### config.mk
export PLATFORM = sky130hd
export DESIGN_NAME = slave_split_ctrl
export DESIGN_NICKNAME = d
export VERILOG_FILES = /design/src/rtl/slave_split_ctrl.sv
export SDC_FILE = /design/constraint.sdc
export NUM_CORES = 1
export LEC_CHECK = 0
export CORE_MARGIN = 3
export CORE_UTILIZATION = 52
export DETAILED_ROUTE_END_ITERATION = 10
export HOLD_SLACK_MARGIN = 0.06
export PLACE_DENSITY = 0.78
export SYNTH_ARGS = -nofsm -noshare
export SYNTH_HDL_FRONTEND = slang
export SYNTH_SLANG_ARGS = --single-unit
### constraint.sdc
create_clock -name MASTER_CLK -period 2.2 [get_ports MASTER_CLK]
set_input_delay 0.22 -clock MASTER_CLK [delete_from_list [all_inputs] [get_ports MASTER_CLK]]
set_output_delay 0.22 -clock MASTER_CLK [all_outputs]
set_load 0.02 [all_outputs]
### src/rtl/slave_split_ctrl.sv
// slave_split_ctrl: split-transaction controller for a bus slave.
// A slow backing store causes the slave to split the owning master off the
// bus, then resume it once the data is ready and that master is regranted.
// Optional feature macro: SPLIT_TIMEOUT_EN adds a split watchdog that
// abandons a split after TIMEOUT_CYCLES and pulses split_err.
module slave_split_ctrl #(
  parameter int unsigned SPLIT_THRESHOLD = 4,
  parameter int unsigned TIMEOUT_CYCLES  = 64
) (
  input  logic       MASTER_CLK,
  input  logic       MASTER_RST_N,
  input  logic       slave_sel_me,
  input  logic [1:0] bus_grant,
  input  logic       tx_start,
  input  logic       tx_done,
  input  logic       mem_ready,
  output logic       SPLIT_EN,
  output logic [1:0] split_owner,
  output logic       resume,
  output logic       slave_ready,
  output logic [7:0] split_count,
  output logic       split_err
);

  typedef enum logic [2:0] {
    IDLE,
    WAIT_MEM,
    SPLIT,
    RESUME_WAIT,
    ACTIVE
  } state_t;

  // Last wait count before a split is issued, sized to the wait counter.
  localparam logic [7:0] ThrLast = 8'(SPLIT_THRESHOLD - 1);

  // Reject parameter values outside their legal ranges at elaboration.
  if (SPLIT_THRESHOLD < 1 || SPLIT_THRESHOLD > 255) begin : g_bad_threshold
    $error("slave_split_ctrl: SPLIT_THRESHOLD must be 1..255");
  end
  if (TIMEOUT_CYCLES < 1 || TIMEOUT_CYCLES > 65535) begin : g_bad_timeout
    $error("slave_split_ctrl: TIMEOUT_CYCLES must be 1..65535");
  end

  state_t     state_q;
  logic       split_en_q;
  logic [1:0] split_owner_q;
  logic       resume_q;
  logic       slave_ready_q;
  logic [7:0] split_count_q;
  logic [7:0] split_count_d;
  logic [7:0] wait_cnt_q;
  logic [7:0] wait_cnt_d;
  logic       grant_valid;

  assign grant_valid   = (bus_grant == 2'b01) || (bus_grant == 2'b10);
  assign wait_cnt_d    = wait_cnt_q + 8'd1;
  assign split_count_d = (split_count_q == 8'hFF) ? 8'hFF : split_count_q + 8'd1;

`ifdef SPLIT_TIMEOUT_EN
  localparam logic [15:0] ToLast = 16'(TIMEOUT_CYCLES - 1);
  logic [15:0] watchdog_q;
  logic [15:0] watchdog_d;
  logic        split_err_q;

  assign watchdog_d = watchdog_q + 16'd1;
  assign split_err  = split_err_q;
`else
  assign split_err  = 1'b0;
`endif

  // Transaction FSM; every output is a register updated alongside the state.
  always_ff @(posedge MASTER_CLK or negedge MASTER_RST_N) begin
    if (!MASTER_RST_N) begin
      state_q       <= IDLE;
      split_en_q    <= 1'b0;
      split_owner_q <= 2'b00;
      resume_q      <= 1'b0;
      slave_ready_q <= 1'b0;
      split_count_q <= 8'd0;
      wait_cnt_q    <= 8'd0;
`ifdef SPLIT_TIMEOUT_EN
      watchdog_q    <= 16'd0;
      split_err_q   <= 1'b0;
`endif
    end else begin
      resume_q <= 1'b0;
`ifdef SPLIT_TIMEOUT_EN
      split_err_q <= 1'b0;
`endif
      case (state_q)
        IDLE: begin
          if (tx_start && slave_sel_me && grant_valid) begin
            split_owner_q <= bus_grant;
            wait_cnt_q    <= 8'd0;
            if (mem_ready) begin
              state_q       <= ACTIVE;
              slave_ready_q <= 1'b1;
            end else begin
              state_q <= WAIT_MEM;
            end
          end
        end
        WAIT_MEM: begin
          if (mem_ready) begin
            state_q       <= ACTIVE;
            slave_ready_q <= 1'b1;
          end else if (wait_cnt_q == ThrLast) begin
            state_q       <= SPLIT;
            split_en_q    <= 1'b1;
            split_count_q <= split_count_d;
`ifdef SPLIT_TIMEOUT_EN
            watchdog_q    <= 16'd0;
`endif
          end else begin
            wait_cnt_q <= wait_cnt_d;
          end
        end
        SPLIT: begin
          if (mem_ready) begin
            state_q    <= RESUME_WAIT;
            split_en_q <= 1'b0;
            resume_q   <= 1'b1;
`ifdef SPLIT_TIMEOUT_EN
          end else if (watchdog_q == ToLast) begin
            state_q       <= IDLE;
            split_en_q    <= 1'b0;
            split_err_q   <= 1'b1;
            split_owner_q <= 2'b00;
          end else begin
            watchdog_q <= watchdog_d;
`endif
          end
        end
        RESUME_WAIT: begin
          if (slave_sel_me && (bus_grant == split_owner_q)) begin
            state_q       <= ACTIVE;
            slave_ready_q <= 1'b1;
          end
        end
        ACTIVE: begin
          if (tx_done) begin
            state_q       <= IDLE;
            slave_ready_q <= 1'b0;
            split_owner_q <= 2'b00;
          end
        end
        default: begin
          state_q <= IDLE;
        end
      endcase
    end
  end

  assign SPLIT_EN    = split_en_q;
  assign split_owner = split_owner_q;
  assign resume      = resume_q;
  assign slave_ready = slave_ready_q;
  assign split_count = split_count_q;

endmodule
=== Word-level counts from Yosys, hierarchy flattened ===
Index checks and enable logic that the tools add are counted.

* Flip-flop bits (word level): 24
* Latch bits: 0
* Bits in writable memories: 0
* Bits in read-only memories: 0
* Input bits: 8
* Word-level logic and storage cells: 69
* Memories kept: 0

* Add/sub/neg operators: 2
* $mul: 0
* Div/mod/pow operators: 0
* $lt $le $gt $ge: 0
* Equality and inequality tests: 17
* Shift-type cells: 0
* Muxes and demuxes: 27
* Bitwise operators: 1
* Reduce and logical (&&, ||, !) cells: 15

{| class="wikitable"
|+ Operator list
! operator !! number
|-
| $mux W8 || 4
|-
| $mux W3 || 7
|-
| $add A8 B1 Y8 const B || 2
|-
| $pmux W8 S2 || 1
|-
| $pmux W3 S5 || 1
|-
| $ne A2 B2 Y1 const B || 7
|-
| $reduce_and A4 Y1 || 3
|-
| $mux W1 || 9
|-
| $eq A8 B2 Y1 const B || 1
|-
| $eq A8 B8 Y1 const B || 1
|-
| $eq A3 B2 Y1 const B || 2
|-
| $reduce_and A3 Y1 || 2
|-
| $reduce_bool A2 Y1 || 3
|-
| $reduce_and A5 Y1 || 1
|-
| $mux W2 || 2
|-
| $pmux W1 S4 || 1
|-
| $pmux W2 S2 || 1
|-
| $reduce_bool A4 Y1 || 1
|-
| $eq A3 B1 Y1 const B || 1
|-
| $eq A3 B3 Y1 const B || 1
|-
| $logic_and A1 B1 Y1 || 3
|-
| $logic_not A3 Y1 || 1
|-
| $ne A3 B3 Y1 const B || 1
|-
| $eq A2 B1 Y1 const B || 1
|-
| 5 further kinds || 5
|}

=== Longest topological paths before layout ===
Gate-level depths: netlist (run 1).

* Depth in word-level cells: 5
* Mapped depth: 6

=== Worst setup path after synthesis (run 1) ===
OpenSTA, ideal clock, no wires.

* Path kind: reg-to-reg
* Start point: register wait_cnt_q[0]
* End point: register split_count_q[0] (netlist: split_count[0])
* Setup time: 0.125 ns
* Arrival: 1.805 ns
* Data required time: 2.075 ns
* Setup slack: 0.271 ns
* Cell stages (with the launch flop): 7
* Buffers on the path: 1
* Clock period less this slack: 1.929 ns
* Cells stage by stage: dfrtp_1 ha_1 or4b_4 and4bb_2 buf_6 nand2_2 mux2_2

* Cells in the longest elaborated chain, start to end: 2

{| class="wikitable"
|+ Ends and longest elaborated chain
! element !! line !! RTL
|-
| from (decl) || 51 || <nowiki>logic [7:0] wait_cnt_q;</nowiki>
|-
| from (signal assigned) || 115 || <nowiki>wait_cnt_q <= wait_cnt_d;</nowiki>
|-
| $eq A8 B2 Y1 || 107 || <nowiki>end else if (wait_cnt_q == ThrLast) begin</nowiki>
|-
| $reduce_and A3 Y1 (no source line) || -- ||
|-
| to (signal assigned) || 110 || <nowiki>split_count_q <= split_count_d;</nowiki>
|-
| to (decl) || 49 || <nowiki>logic [7:0] split_count_q;</nowiki>
|}

Every way passes these cells.
A chain may end at the register's enable or synchronous reset.

=== Worst setup path after layout (run 1) ===
* Start point: register wait_cnt_q[0]
* End point: register split_count_q[4] (netlist: split_count[4])

The elaborated chain is that of the path after synthesis.

==> results.cfg, run 1 <==
[timing]
tns_ns = 0
slew_viol_final = 0
clock.fmax_ghz = 0.473
clock_skew_ns = 0.00164
rsz0062_at_grt = false
tightest_slew_ns = 0.505
timing.final.crit_share = 0.961
setup_violations = 0
final.min_clock_period_ns = 2.11
hold_viol = 0
maxSlewHeadroom = 0.658

[flow_run]
max-cap-violations = 0

[drt]
first_pass_iters = 4
final_antenna_net_count = 0
drc = 0
drt_iter0_drc = 68
vias_per_cell = 6.19
postRouteWirelength_um = 2960
drt-wirelength-per-cell_um = 14.6
num_vias = 1251

[worst_hold_path]
worstHoldPathType = in2async

[global_routing]
grt-ovfl-total = 0
antenna_found_initial = 0
grt_pass1_wl_um = 5180
grt_max_degree = 25
grt_pass1_vias = 1235
grt_use_total = 0.195

[layout]
final_nets = 184
n_fill_cell = 213
drive_above_1_share = 0.0988
final_cell_area_um2 = 1660
area_growth_pct = 20.1
multi_input_area_um2 = 732
diodes = 0
seqCellArea_um2 = 601

[critical_path]
crit_path_end_kind = flip-flop
reg2reg_setup_slack_ns = 0.09
critPathArrivalTime_ns = 2.32
reg2regPathDepth = 5
worst-path-max-fanout = 10
reg2reg_to = split_count[4]$_DFFE_PN0P_
crit_type = reg2reg
rr_startpoint = wait_cnt_q[0]$_DFFE_PN0P_
crit_required_ns = 2.40
cp-start-kind = flip-flop

[yosys]
synth_edf_count = 0
synth_area_um2 = 1390
yosysWarnings = 0
yosysSeqAreaShare = 0.434
synth_ff_type = dfrtp_1
avgSynthCellArea_um2 = 9.30
synth_seq_cells = 24
synth_cells = 149
synthArstFlopShare = 1.00
synth_nets = 159
yosysUniqueCellTypes = 47

[placement]
io_buffers = 20
gp_congestion = 0.920
dpl_cell_area_um2 = 1640
hpwl_um = 2250

[die]
start_util = 0.554
row_count = 18
coreArea_um2 = 2500
io_pins = 22
die_w_um = 57.6
dieArea_um2 = 3320
die_y_um = 57.6

[clock_tree]
numCtsBuffers = 3
cts_sinks = 24
clk_pin_slew_worst_paths_ns = 0.12
postCtsSetupBuffers = 0
cts_buffer_depth = 2
htreeDepth = 1
cts_tree = built
root_buffer = clkbuf_4
insertion_delay_ns = 0.31

[pwr]
power_leakage_nw = 0.695
p_per_area_nw_per_um2 = 834
vdd_drop_max_uv = 887

[status]
outcome = complete, no violations
[cell type report]
cell class	instances	share of cell area
inverter	5	0.0113
tap	30	0.0226
multi-input combinational	113	0.440
clock buffer	3	0.0135
timing repair buffer	27	0.152
sequential	24	0.361
[worst max path at each step]
stage | start | endpoint | slack [ns] | cells after the start
after global placement | mem_ready | split_count[4]$_DFFE_PN0P_ | 0.13 | 5
after detailed placement | wait_cnt_q[0]$_DFFE_PN0P_ | split_count[4]$_DFFE_PN0P_ | 0.06 | 5
after floorplan | wait_cnt_q[0]$_DFFE_PN0P_ | split_count[0]$_DFFE_PN0P_ | 0.27 | 6
after CTS | wait_cnt_q[0]$_DFFE_PN0P_ | split_count[4]$_DFFE_PN0P_ | 0.03 | 5
after global routing | wait_cnt_q[0]$_DFFE_PN0P_ | split_count[4]$_DFFE_PN0P_ | 0.009 | 5
final | wait_cnt_q[0]$_DFFE_PN0P_ | split_count[4]$_DFFE_PN0P_ | 0.09 | 5
[power breakdown]
group          internal, mW  switching [mW]
Clock                0.0640           0.124
Sequential            0.525          0.0934
Combinational         0.261           0.321
[critical path, cell delays in order (launching register included)]
cell,delay [ns]
dfrtp_1,0.40
ha_1,0.22
or4b_4,0.51
and4bb_4,0.41
nand4_1,0.13
mux2_1,0.34
[logic make-up after synthesis]
group,share of synthesized area
AND/OR/NAND/NOR,0.258
AO/OA/AOI/OAI,0.196
flip-flops,0.434
buffers and inverters,0.0407
multiplexers,0.0316
XOR/XNOR,0.0190
adder cells (fa/ha/maj),0.0181
other,0.00271
[cells in the final DEF, fill, tap and decap left out, types with 4 or more instances in the layout]
cell type	synthesis	final
dfrtp_1	24	24
clkdlybuf4s50_1	0	20
nand2_1	15	15
a21oi_1	8	8
nor2_1	8	8
and3_1	7	7
nand3_1	7	7
o31ai_1	7	7
buf_4	1	7
inv_1	5	5
nand4_1	5	5
or4_1	4	4
[metal layers]
layer | GRT usage | vias to the layer above | share of wire
li1 | - | 607 | -
met1 | 0.263 | 608 | 0.44
met2 | 0.324 | 34 | 0.51
met3 | 0.0200 | 2 | 0.051
met4 | 0.0762 | 0 | 0.0051
met5 | 0 | - | 0
[stage by stage]
step	hold WS (ns)	std cells	util	setup slack, ns	total power [mW]
after floorplan	-0.0756	149	-	0.271	0.989
after global placement	0.489	199	0.655	0.126	1.18
after detailed placement	0.499	199	0.655	0.0625	1.20
after CTS	0.269	202	0.664	0.0329	1.39
after global routing	0.271	202	0.666	0.00909	1.48
final	0.262	202	0.666	0.0852	1.39
[sequential cells by signal, indices dropped and copies added (netlist names)]
name         cells
SPLIT_EN         1
resume           1
slave_ready      1
split_count      8
split_owner      2
state_q          3
wait_cnt_q       8
[synth_stat cells, types with 3 or more instances]
| library cell | instances | area [um^2] |
|---|---|---|
| o21ai_0 | 3 | 15.0 |
| and3_1 | 7 | 43.8 |
| dfrtp_1 | 24 | 601 |
| nor2_1 | 8 | 30.0 |
| nand2_1 | 15 | 56.3 |
| o21ai_1 | 3 | 15.0 |
| or4_1 | 4 | 30.0 |
| o31ai_1 | 7 | 52.6 |
| a21oi_1 | 8 | 40.0 |
| nand4_1 | 5 | 31.3 |
| nand3_1 | 7 | 35.0 |
| clkbuf_1 | 5 | 18.8 |
| a31oi_1 | 3 | 18.8 |
| inv_1 | 5 | 18.8 |
[repair_timing]
| item | CTS | global route |
|---|---|---|
| setup endpoints to repair | 0 | 2 |
| gates resized for setup | 0 | 1 |
| hold buffers | 0 | 0 |
No activity file was read; power rests on OpenSTA's default activity.
==> inputs of run 2 (changes only) <==
--- a/config.mk
+++ b/config.mk
@@ -6,10 +6,10 @@
 export NUM_CORES = 1
 export LEC_CHECK = 0
 export CORE_MARGIN = 3
-export CORE_UTILIZATION = 52
+export CORE_UTILIZATION = 47
 export DETAILED_ROUTE_END_ITERATION = 10
 export HOLD_SLACK_MARGIN = 0.06
-export PLACE_DENSITY = 0.78
+export PLACE_DENSITY = 0.74
 export SYNTH_ARGS = -nofsm -noshare
 export SYNTH_HDL_FRONTEND = slang
 export SYNTH_SLANG_ARGS = --single-unit
==> constraint.sdc (replaced) <==
create_clock -name MASTER_CLK -period 1.75 [get_ports MASTER_CLK]
set_input_delay 0.175 -clock MASTER_CLK [delete_from_list [all_inputs] [get_ports MASTER_CLK]]
set_output_delay 0.175 -clock MASTER_CLK [all_outputs]
set_load 0.02 [all_outputs]
==> results.cfg, run 2 (synthesis gave the netlist of run 1 again) <==
[status]
outcome = finished, violations left
violations = setup timing

[critical_path]
crit_path_start = wait_cnt_q[1]$_DFFE_PN0P_
cp-start-kind = flip-flop
rr_startpoint = wait_cnt_q[1]$_DFFE_PN0P_
reg2reg_setup_slack_ns = -0.21
worst-path-max-fanout = 6
crit_type = reg2reg
crit_required_ns = 1.97
setup.worst_path.end = split_count[4]$_DFFE_PN0P_
reg2reg_to = split_count[4]$_DFFE_PN0P_
reg2regPathDepth = 5
critPathArrivalTime_ns = 2.18
crit_path_end_kind = flip-flop

[die]
io_pins = 22
start_util = 0.498
coreArea_um2 = 2780
row_count = 19
die_y_um = 60.3
dieArea_um2 = 3630
die_w_um = 60.3

[timing]
final.min_clock_period_ns = 1.96
tns_ns = -1.58
clock.fmax_ghz = 0.510
timing.final.crit_share = 1.12
hold_viol = 0
slew_viol_final = 0
setup_violations = 13
setup_ws_ns = -0.210
clock_skew_ns = 0.0148
fin_hold_ws_ns = 0.186
rsz0062_at_grt = true

[clock_tree]
cts_buffer_depth = 2
cts_tree = built
cts_sinks = 24
cts_hold_buf = 0
clk_pin_slew_worst_paths_ns = 0.14
root_buffer = clkbuf_4
htreeDepth = 1
insertion_delay_ns = 0.33
numCtsBuffers = 3

[placement]
hpwl_um = 2380
dpl_cell_area_um2 = 1780
io_buffers = 20
pre_cts_slack_ns = -0.282
gp_congestion = 0.886

[drt]
num_vias = 1368
drt_iter0_drc = 112
first_pass_iters = 4
drt-wirelength-per-cell_um = 15.6
postRouteWirelength_um = 3510
final_antenna_net_count = 0
drc = 0
vias_per_cell = 6.08

[layout]
final_nets = 205
diodes = 0
final_cell_mix = buf_4 (26), dfrtp_1 (23), clkdlybuf4s50_1 (20), nand2_1 (15), nor2_1 (8)
area_growth_pct = 39.3
final_common_cell = buf_4
final_cell_area_um2 = 1930
drive_above_1_share = 0.242

[global_routing]
antenna_found_initial = 0
grt_pass1_wl_um = 5950
grt_max_degree = 25
grt-ovfl-total = 0
grt_use_total = 0.214
grt_pass1_vias = 1357

[flow_run]
max-cap-violations = 0

[pwr]
finalPower_mw = 2.15
power_leakage_nw = 0.831
vdd_drop_max_uv = 791
p_per_area_nw_per_um2 = 1110

[worst_hold_path]
worstHoldPathType = in2async
[run 2: changes by cell type in the layout (fill, tap and decap cells not counted), moves of 2 or more]
cell,before,now
o21ai_0,3,1
o31ai_2,0,2
buf_4,7,26
o31ai_1,7,4
o21ai_1,3,5
mux2_4,0,2
buf_6,0,2
[run 2: how the worst min path moves through the flow]
stage,cells past startpoint,end
finish,2,state_q[1]$_DFFE_PN0P_
global route,2,split_count[3]$_DFFE_PN0P_
CTS,2,split_count[5]$_DFFE_PN0P_
detailed placement,2,SPLIT_EN$_DFFE_PN0P_
global placement,2,SPLIT_EN$_DFFE_PN0P_
floorplan,0,SPLIT_EN$_DFFE_PN0P_
[run 2: cell type report]
| type | count | area (um^2) |
|---|---|---|
| multi-input cells | 113 | 800 |
| fillers | 207 | 852 |
| flip-flops and latches | 24 | 602 |
| inverters | 5 | 18.8 |
| well taps | 31 | 38.8 |
| clock inverters | 1 | 30.0 |
| repair buffers | 48 | 418 |
| clock buffers | 3 | 22.5 |
[run 2: timing repair]
| item | 4_1_cts | 5_1_grt |
|---|---|---|
| gates resized for setup | 10 | 6 |
| endpoints found under the setup margin | 14 | 16 |
| setup buffers | 4 | 0 |
| pin swaps | 3 | 3 |
[run 2: critical path, stage by stage (launching register included)]
cell      delay (ns)
dfrtp_1         0.42
ha_4            0.14
or4b_4          0.47
and4bb_4        0.36
nand4_1         0.12
mux2_4          0.32
[run 2: through the flow]
stage                     cells  utilization
after detailed placement    217        0.639
after global routing        225        0.694
after floorplan             149            -
after global placement      217        0.639
final                       225        0.694
after CTS                   225        0.686
[run 2: per-layer routing]
| layer | routed length [um] | global-route usage |
|---|---|---|
| met3 | 155 | 0.0302 |
| met4 | 51 | 0.0728 |
| met2 | 1820 | 0.386 |
| met5 | 0 | 0 |
| met1 | 1490 | 0.258 |
[run 2: power breakdown]
group / internal (mW) / switching [mW] / total, mW
sequential: 0.662 / 0.0998 / 0.762
combinational: 0.480 / 0.499 / 0.979
clock: 0.232 / 0.177 / 0.409
total: 1.37 / 0.776 / 2.15
==> inputs of run 3 (changes only) <==
--- a/config.mk
+++ b/config.mk
@@ -6,10 +6,10 @@
 export NUM_CORES = 1
 export LEC_CHECK = 0
 export CORE_MARGIN = 3
-export CORE_UTILIZATION = 47
+export CORE_UTILIZATION = 55
 export DETAILED_ROUTE_END_ITERATION = 10
 export HOLD_SLACK_MARGIN = 0.06
-export PLACE_DENSITY = 0.74
+export PLACE_DENSITY = 0.82
 export SYNTH_ARGS = -nofsm -noshare
 export SYNTH_HDL_FRONTEND = slang
 export SYNTH_SLANG_ARGS = --single-unit
==> constraint.sdc (replaced) <==
create_clock -name MASTER_CLK -period 2.35 [get_ports MASTER_CLK]
set_input_delay 0.235 -clock MASTER_CLK [delete_from_list [all_inputs] [get_ports MASTER_CLK]]
set_output_delay 0.235 -clock MASTER_CLK [all_outputs]
set_load 0.02 [all_outputs]
==> results.cfg, run 3 (synthesis gave the netlist of run 1 again) <==
[critical_path]
cp_slowest_stage_delay_ns = 0.52
crit_required_ns = 2.58
critPathArrivalTime_ns = 2.42
rr_startpoint = wait_cnt_q[0]$_DFFE_PN0P_
reg2reg_setup_slack_ns = 0.16
path_buf_inv = 0
crit_type = reg2reg
reg2regPathDepth = 5
worst-path-max-fanout = 9
reg2reg_to = split_count[7]$_DFFE_PN0P_
path_delay_family = simple AND/OR/NAND/NOR gates
path_cells = ha_1 > or4b_4 > and4bb_2 > nand3_1 > mux2_1
crit_path_end_kind = flip-flop
cp-start-kind = flip-flop
slowest_stage = or4b_4

[timing]
tightest_slew_ns = 0.875
clock.fmax_ghz = 0.457
fin_hold_ws_ns = 0.240
maxSlewHeadroom = 0.414
slew_viol_final = 0
timing.final.crit_share = 0.930
setup_ws_ns = 0.164
rsz0062_at_grt = false
setup_violations = 0
clock_skew_ns = 0.00626
final.min_clock_period_ns = 2.19
hold_viol = 0
tns_ns = 0

[die]
coreArea_um2 = 2300
io_pins = 22
row_count = 17
dieArea_um2 = 3160
start_util = 0.603
die_w_um = 56.2
die_y_um = 56.2

[clock_tree]
numCtsBuffers = 3
htreeDepth = 1
insertion_delay_ns = 0.33
cts_tree = built
cts_sinks = 24
cts_hold_buf = 0
root_buffer = clkbuf_4
clk_pin_slew_worst_paths_ns = 0.14
cts_buffer_depth = 2
ctsResizeCount = 0
postCtsSetupBuffers = 0

[worst_hold_path]
worstHoldPathType = in2async

[placement]
dp_cells = 194
hpwl_um = 2270
gp_congestion = 0.880
pre_cts_slack_ns = 0.128
io_buffers = 20

[pwr]
switchingPower_mw = 0.518
pwr-share-clk = 0.216
p_per_area_nw_per_um2 = 854
seqPwrFrac = 0.412
p_comb_frac = 0.373
power_leakage_nw = 0.693
intPower_mw = 0.904
swShare = 0.364
vdd_drop_max_uv = 627

[global_routing]
grt.met2_usage = 0.359
gr-max-usage-layer = met2
antenna_found_initial = 0
grt_pass1_vias = 1212
grt_max_degree = 25
grt_use_met1 = 0.259
grt_use_total = 0.205
grt-ovfl-total = 0
grt_pass1_wl_um = 5260
use_met3 = 0.0209

[drt]
postRouteWirelength_um = 3060
drc = 0
first_pass_iters = 4
num_vias = 1269
drt-wirelength-per-cell_um = 15.4
final_antenna_net_count = 0
vias_per_cell = 6.41
drt_iter0_drc = 40

[layout]
final_nets = 181
diodes = 0
n_fill_cell = 170
final_common_cell = dfrtp_1
final_cell_count_no_fill = 198
seqCellArea_um2 = 601
multi_input_area_um2 = 728
final_cell_mix = dfrtp_1 (24), clkdlybuf4s50_1 (20), nand2_1 (15), a21oi_1 (8), nor2_1 (8)
final_util = 0.725
drive_above_1_share = 0.0882
area_growth_pct = 20.2

[flow_run]
max-cap-violations = 0

[status]
outcome = complete, no violations
run 3: cell type report:
class / count / share of cell area
multi-input combinational: 113 / 0.437
sequential: 24 / 0.361
timing repair buffer: 24 / 0.138
tap: 28 / 0.0210
clock inverter: 1 / 0.0180
clock buffer: 3 / 0.0135
inverter: 5 / 0.0113
run 3: stage by stage:
step	power, mW	area (um^2)
after detailed placement	1.12	1610
final	1.42	1670
after global placement	1.10	1610
after global routing	1.52	1670
after CTS	1.43	1670
after floorplan	0.926	1390
run 3: routing by layer:
| metal | share of wire | wire length [um] | up-vias |
|---|---|---|---|
| met5 | 0 | 0 | - |
| met4 | 0.010 | 32 | 0 |
| met3 | 0.053 | 163 | 3 |
| met2 | 0.49 | 1500 | 55 |
| met1 | 0.44 | 1360 | 612 |
| li1 | - | - | 599 |
run 3: worst register-to-register path, stage by stage, from the launching register on:
cell      delay [ns]
dfrtp_1         0.43
ha_1            0.24
or4b_4          0.52
and4bb_2        0.44
nand3_1         0.13
mux2_1          0.33
run 3: power by group through the flow:
stage | sequential, mW | clock (mW) | combinational (mW)
floorplan | 0.607 | 0 | 0.319
global placement | 0.583 | 0 | 0.514
detailed placement | 0.591 | 0 | 0.526
CTS | 0.583 | 0.312 | 0.531
global route | 0.600 | 0.330 | 0.586
finish | 0.585 | 0.307 | 0.530
run 3: worst max path at each step:
| stage | startpoint | endpoint | slack (ns) | depth (start not counted) |
|---|---|---|---|---|
| 6_report | wait_cnt_q[0]$_DFFE_PN0P_ | split_count[7]$_DFFE_PN0P_ | 0.16 | 5 |
| 5_1_grt | wait_cnt_q[0]$_DFFE_PN0P_ | split_count[7]$_DFFE_PN0P_ | 0.05 | 5 |
| 4_1_cts | wait_cnt_q[0]$_DFFE_PN0P_ | split_count[7]$_DFFE_PN0P_ | 0.17 | 5 |
| 3_5_place_dp | mem_ready | split_count[7]$_DFFE_PN0P_ | 0.13 | 5 |
| 3_3_place_gp | bus_grant[0] | wait_cnt_q[4]$_DFFE_PN0P_ | 0.20 | 5 |
| 2_1_floorplan | wait_cnt_q[0]$_DFFE_PN0P_ | split_count[0]$_DFFE_PN0P_ | 0.42 | 6 |
